$ cat config.mk
export PLATFORM = sky130hd
export DESIGN_NAME = uart_rx_os
export DESIGN_NICKNAME = d
export VERILOG_FILES = /design/src/rtl/uart_rx_os.sv
export SDC_FILE = /design/constraint.sdc
export NUM_CORES = 1
export LEC_CHECK = 0
export BUFFER_PORTS_ARGS = -buffer_cell sky130_fd_sc_hd__buf_2
export CAP_MARGIN = 40
export CORE_MARGIN = 2
export CORE_UTILIZATION = 30
export CTS_BUF_LIST = sky130_fd_sc_hd__clkbuf_16
export CTS_CLUSTER_SIZE = 16
export DETAILED_ROUTE_END_ITERATION = 8
export PLACE_DENSITY_LB_ADDON = 0.12
export SETUP_SLACK_MARGIN = 0.4
export SLEW_MARGIN = 20
export SYNTH_ARGS = -nofsm -noshare
export SYNTH_HDL_FRONTEND = slang
export SYNTH_SLANG_ARGS = --single-unit
$ cat constraint.sdc
create_clock -name clk -period 2.5 [get_ports clk]
set_input_delay 0.5 -clock clk [delete_from_list [all_inputs] [get_ports clk]]
set_output_delay 0.5 -clock clk [all_outputs]
set_load 0.01 [all_outputs]
$ cat src/rtl/uart_rx_os.sv
// Oversampling UART receiver: synchronises rx, qualifies the start bit at its
// centre, samples data/parity/stop bits at their centres and reports errors.
module uart_rx_os #(
    parameter int DATA_BITS  = 8,
    parameter int OVERSAMPLE = 16,
    parameter int PARITY_EN  = 0,
    parameter int PARITY_ODD = 0,
    parameter int STOP_BITS  = 1
) (
    input  logic                 clk,
    input  logic                 rst,
    input  logic                 sample_tick,
    input  logic                 rx_en,
    input  logic                 rx,
    output logic [DATA_BITS-1:0] data_out,
    output logic                 data_valid,
    output logic                 parity_err,
    output logic                 frame_err,
    output logic                 busy
);

    localparam int TW = $clog2(OVERSAMPLE);
    localparam int BW = $clog2(DATA_BITS + 1);

    localparam logic [TW-1:0] TICK_HALF = TW'(OVERSAMPLE / 2 - 1);
    localparam logic [TW-1:0] TICK_LAST = TW'(OVERSAMPLE - 1);
    localparam logic [BW-1:0] BIT_LAST  = BW'(DATA_BITS - 1);
    localparam logic [BW-1:0] STOP_LAST = BW'(STOP_BITS - 1);
    localparam logic          ODD_SEL   = 1'(PARITY_ODD);

    typedef enum logic [2:0] {
        S_IDLE,
        S_START,
        S_DATA,
        S_PARITY,
        S_STOP
    } state_t;

    state_t                 state_q, state_d;
    logic                   rx_meta_q, rx_s_q;
    logic [TW-1:0]          tick_q, tick_d;
    logic [BW-1:0]          bit_q, bit_d;
    logic [DATA_BITS-1:0]   shift_q, shift_d;
    logic                   perr_acc_q, perr_acc_d;
    logic                   ferr_acc_q, ferr_acc_d;
    logic [DATA_BITS-1:0]   data_out_q, data_out_d;
    logic                   valid_q, valid_d;
    logic                   perr_q, perr_d;
    logic                   ferr_q, ferr_d;
    logic                   ferr_now;

    // NOTE: every registered signal uses <= so all flops update from the same pre-edge values.
    always_ff @(posedge clk) begin
        if (rst) begin
            rx_meta_q  <= 1'b1;
            rx_s_q     <= 1'b1;
            state_q    <= S_IDLE;
            tick_q     <= '0;
            bit_q      <= '0;
            // NOTE: the shift register is ordinary flops, not a RAM, so resetting it is cheap and keeps data_out deterministic.
            shift_q    <= '0;
            perr_acc_q <= 1'b0;
            ferr_acc_q <= 1'b0;
            data_out_q <= '0;
            valid_q    <= 1'b0;
            perr_q     <= 1'b0;
            ferr_q     <= 1'b0;
        end else begin
            rx_meta_q  <= rx;
            rx_s_q     <= rx_meta_q;
            state_q    <= state_d;
            tick_q     <= tick_d;
            bit_q      <= bit_d;
            shift_q    <= shift_d;
            perr_acc_q <= perr_acc_d;
            ferr_acc_q <= ferr_acc_d;
            data_out_q <= data_out_d;
            valid_q    <= valid_d;
            perr_q     <= perr_d;
            ferr_q     <= ferr_d;
        end
    end

    assign ferr_now = ferr_acc_q | ~rx_s_q;

    always_comb begin
        // NOTE: defaults first so no path through the case leaves a signal unassigned (no latches).
        state_d    = state_q;
        tick_d     = tick_q;
        bit_d      = bit_q;
        shift_d    = shift_q;
        perr_acc_d = perr_acc_q;
        ferr_acc_d = ferr_acc_q;
        data_out_d = data_out_q;
        perr_d     = perr_q;
        ferr_d     = ferr_q;
        valid_d    = 1'b0;

        case (state_q)
            S_IDLE: begin
                if (sample_tick && rx_en && !rx_s_q) begin
                    state_d = S_START;
                    tick_d  = '0;
                end
            end
            S_START: begin
                // Half a bit after the falling edge: still low means a real start.
                if (sample_tick) begin
                    if (tick_q == TICK_HALF) begin
                        if (!rx_s_q) begin
                            state_d    = S_DATA;
                            tick_d     = '0;
                            bit_d      = '0;
                            perr_acc_d = 1'b0;
                            ferr_acc_d = 1'b0;
                        end else begin
                            state_d = S_IDLE;
                        end
                    end else begin
                        tick_d = tick_q + 1'b1;
                    end
                end
            end
            S_DATA: begin
                if (sample_tick) begin
                    if (tick_q == TICK_LAST) begin
                        shift_d = {rx_s_q, shift_q[DATA_BITS-1:1]};
                        tick_d  = '0;
                        if (bit_q == BIT_LAST) begin
                            bit_d   = '0;
                            state_d = (PARITY_EN != 0) ? S_PARITY : S_STOP;
                        end else begin
                            bit_d = bit_q + 1'b1;
                        end
                    end else begin
                        tick_d = tick_q + 1'b1;
                    end
                end
            end
            S_PARITY: begin
                if (sample_tick) begin
                    if (tick_q == TICK_LAST) begin
                        perr_acc_d = (^shift_q) ^ rx_s_q ^ ODD_SEL;
                        tick_d     = '0;
                        state_d    = S_STOP;
                    end else begin
                        tick_d = tick_q + 1'b1;
                    end
                end
            end
            S_STOP: begin
                // bit_q is reused here to count stop bits.
                if (sample_tick) begin
                    if (tick_q == TICK_LAST) begin
                        tick_d     = '0;
                        ferr_acc_d = ferr_now;
                        if (bit_q == STOP_LAST) begin
                            data_out_d = shift_q;
                            perr_d     = (PARITY_EN != 0) && perr_acc_q;
                            ferr_d     = ferr_now;
                            valid_d    = 1'b1;
                            bit_d      = '0;
                            state_d    = S_IDLE;
                        end else begin
                            bit_d = bit_q + 1'b1;
                        end
                    end else begin
                        tick_d = tick_q + 1'b1;
                    end
                end
            end
            default: state_d = S_IDLE;
        endcase
    end

    assign data_out   = data_out_q;
    assign data_valid = valid_q;
    assign parity_err = perr_q;
    assign frame_err  = ferr_q;
    assign busy       = (state_q != S_IDLE);

endmodule
* Word level (Yosys, flattened, before mapping)
Cells that the tools add are included.
** Word-level totals
- Output and inout bits :: 12
- Bits in registers :: 32
- Input bits :: 5
** Cells by class
- Add/subtract/negate cells :: 2
- Mux-type cells :: 36
- Equality and inequality tests :: 21
- Bitwise gates (word level) :: 5
- Reductions and logical operators :: 17
** Operators with widths (count)
- $mux W4 :: 14
- $mux W3 :: 11
- $ne A2 B2 Y1 const B :: 12
- $pmux W4 S3 :: 2
- $pmux W3 S5 :: 1
- $reduce_and A11 Y1 :: 1
- $reduce_bool A3 Y1 :: 3
- $add A4 B1 Y4 const B :: 2
- $eq A4 B3 Y1 const B :: 2
- $reduce_and A8 Y1 :: 1
- $eq A3 B2 Y1 const B :: 2
- $mux W1 :: 6
- $reduce_and A6 Y1 :: 1
- $reduce_and A5 Y1 :: 1
- $eq A4 B4 Y1 const B :: 1
- $logic_not A4 Y1 :: 1
- $not A1 Y1 :: 4
- $reduce_and A4 Y1 :: 1
- $reduce_or A4 Y1 :: 1
- $eq A3 B1 Y1 const B :: 1
- $eq A3 B3 Y1 const B :: 1
- $logic_not A3 Y1 :: 1
- $ne A3 B3 Y1 const B :: 1
- $reduce_and A3 Y1 :: 1
- other kinds (8) :: 9

* Longest topological paths before layout
- Depth in word-level cells :: 5
- Mapped depth :: 8
- Depth with buffers taken out :: 7

* Worst setup path before layout
No wires, ideal clock.
- Path kind :: reg-to-reg
- Start :: register, netlist name bit_q[0]
- End :: register ferr_acc_q
- Path buffers :: 0
- Arrival time :: 1.710 ns
- Stages on the path, launching flop included :: 8
- Slack :: 0.675 ns
- Library setup time :: 0.115 ns
- Cells stage by stage :: dfxtp_1 inv_1 ha_1 or3b_2 a32oi_1 o211a_1 nand3_1 and2_1
** RTL lines
- end signal, assigned :: line 76 : ferr_acc_q <= ferr_acc_d;
- end, declared :: line 45 : logic ferr_acc_q, ferr_acc_d;

==> results.toml <==
[power_and_ir_drop]
p_leak_uw = 0.000737
vdd_drop_max_mv = 0.342
power.density_nw_per_um2 = 685

[worst_setup_path]
cpLargestDelayFamily = "simple AND/OR/NAND/NOR gates"
ff2ff_setup_slack_ns = 0.55
end_kind = "register"
arrival_ns = 2.12
worst_r2r_path_depth = 7
crit_required_ns = 2.67
crit_chain = "inv_1 -> ha_1 -> or3b_2 -> a32oi_2 -> o211a_1 -> nand3_1 -> and2_1"
worstReg2RegEnd = "ferr_acc_q"
crit_slowest_cell = "or3b_2"
worstSetupPathType = "reg2reg"
r2r-start = "bit_q[0]"
cp_slowest_stage_delay_ns = 0.48
critPathLaunchType = "register"
worst-path-buf-inv = 1
cp_max_fo = 5

[flow_run]
cap_violations = 0

[clock_network]
clk_pin_slew_ns = 0.05
ctsLongestPathBuffers = 2
insertion_delay_ns = 0.27
cts.htree.levels = 2
cts_root_buffer = "clkbuf_16"
hold_buffers = 0
clock-sinks = 32
cts_tree = "yes"
cts_buffers = 5

[synthesis]
yosysWarnings = 0
ys_ff_latch = 32
ys.flop_type = "dfxtp_1"
avgSynthCellArea_um2 = 9.09
synth_cell_types = 51
synthArstFlopShare_pct = 0
ys_seq_area_share_pct = 40.3
syn_inst = 175
synth-edff-count = 0
syn_area_um2 = 1590
syn_nets = 183

[floorplanning]
fp-row-count = 26
die_h_um = 76.8
core_area_um2 = 5110
dieArea_um2 = 5900
initial_utilization_pct = 31.2
boundaryPins = 17
die_w_um = 76.8

[timing]
fin_crit_sh_pct = 77.9
setup_violations = 0
hold_violations = 0
fin_ws_ns = 0.554
final.setup.tns_ns = 0
grt_setup_unrepaired = "false"
max_freq_mhz = 514
slew-limit-headroom_pct = 59.9
worst_slew_pin_slew_ns = 0.601
fin_skew_ns = 0.00366
min_period_ns = 1.95
drv_slew = 0

[cells_and_area]
multi_input_area_um2 = 890
num_antenna_cells = 0
regArea_um2 = 643
postLayoutCoreUtil_pct = 37.5
fillers = 530
area.growth.synth_to_final_pct = 20.3
drive_gt1_share_pct = 21.9
fin_nets = 199

[grt]
grt_first_pass_wirelength_um = 5690
grtUsageTotal_pct = 12.1
grt_max_degree = 37
grt_pass1_vias = 1195
grt-ovfl-total = 0
antenna_found_initial = 0

[placed_design]
place_congestion = 0.837
port_buffers = 15
place.detailed.hpwl_um = 2300
place_ws_ns = 0.373

[routing]
wl_um = 3360
drt_iter0_drc = 105
first_pass_iters = 4
detail_route.wl_per_cell_um = 12.8
avgViaCountPerCell = 4.86
final_antenna_net_count = 0
via_count = 1274
remaining_drc_errors = 0

[min_path]
hold_end = "rx_meta_q"
hold_depth = 2
hp-class = "in2reg"
min-delay-start = "rx"

[status]
status = "completed"
-- power breakdown --
| part | internal [uW] | total, uW | switching (uW) |
|---|---|---|---|
| clock network | 462 | 674 | 212 |
| logic | 40.8 | 103 | 62.4 |
| registers | 516 | 534 | 18.0 |
-- state kept, by name, indices dropped and copies added (netlist names), 3 cells and up --
register and flops:
state_q 3, data_out 8, tick_q 4, bit_q 4
shift_q 8
-- cell usage in the layout (no fill, tap or decap), drive strengths merged, types with 5 or more instances in the layout --
cell type,count
dfxtp,32
nor2,22
buf,20
mux2i,16
a21oi,12
nand3,8
nand2b,7
o21ai,6
inv,5
clkbuf,5
-- how the worst max path moves through the flow --
| stage | startpoint | endpoint | depth (start not counted) |
|---|---|---|---|
| 6_report | bit_q[0] | ferr_acc_q | 7 |
| 5_1_grt | tick_q[0] | bit_q[3] | 6 |
| 4_1_cts | state_q[2] | bit_q[3] | 5 |
| 3_5_place_dp | bit_q[0] | data_out[2] | 8 |
| 3_3_place_gp | bit_q[0] | data_out[1] | 8 |
| 2_1_floorplan | bit_q[0] | ferr_acc_q | 7 |
-- metal layers --
layer	part of all wire [%]	wire (um)	global-route usage, %
met5	0	0	0
met4	0.92	31	6.00
met3	3.2	109	3.88
met2	46	1550	18.6
met1	50	1670	15.2
-- timing repair --
item / 4_1_cts / 5_1_grt
pin swaps: 0 / 0
setup buffers: 0 / 3
setup endpoints to repair: 1 / 10
endpoints found under the hold margin: 0 / 0
gates resized for setup: 1 / 4
-- synth_stat cells (all sizes together) (3+ instances only) --
| cell | instances | area share [%] |
|---|---|---|
| mux2i | 16 | 10 |
| nand3 | 8 | 2.5 |
| clkbuf | 5 | 1.2 |
| buf | 6 | 2.4 |
| or2 | 3 | 1.3 |
| a21oi | 12 | 4.7 |
| o21ai | 6 | 1.9 |
| inv | 5 | 1.2 |
| nand3b | 3 | 1.4 |
| nand2 | 4 | 0.94 |
| nand2b | 7 | 2.8 |
| nor2b | 3 | 1.2 |
| ha | 3 | 2.4 |
| nor3b | 4 | 2.6 |
| nor2 | 22 | 5.3 |
| nor3 | 3 | 1.3 |
| dfxtp | 32 | 40 |
-- cell families after synthesis --
logic type | Yosys count | share of synthesized area, %
buffers and inverters | 16 | 4.80
XOR/XNOR | 1 | 0.550
adder cells (fa/ha/maj) | 3 | 2.36
flip-flops | 32 | 40.3
multiplexers | 16 | 10.1
other | 1 | 0.236
AND/OR/NAND/NOR | 68 | 24.5
AO/OA/AOI/OAI | 38 | 17.3
-- through the flow --
stage / hold WS (ns) / total power (uW) / std cells / instance area [um^2]
CTS: 0.404 / 1330 / 259 / 1880
global placement: 0.415 / 645 / 251 / 1710
global route: 0.420 / 1370 / 262 / 1910
detailed placement: 0.409 / 645 / 251 / 1710
floorplan: 0.389 / 622 / 175 / 1590
finish: 0.411 / 1310 / 262 / 1910
-- layout make-up --
| type | instances | share of cell area, % |
|---|---|---|
| clock inverters | 3 | 1.96 |
| multi-input cells | 127 | 46.5 |
| well taps | 70 | 4.58 |
| repair buffers | 20 | 5.88 |
| clock buffers | 5 | 6.54 |
| flip-flops and latches | 32 | 33.6 |
| inverters | 5 | 0.980 |
Power figures use the tool's default switching activity.
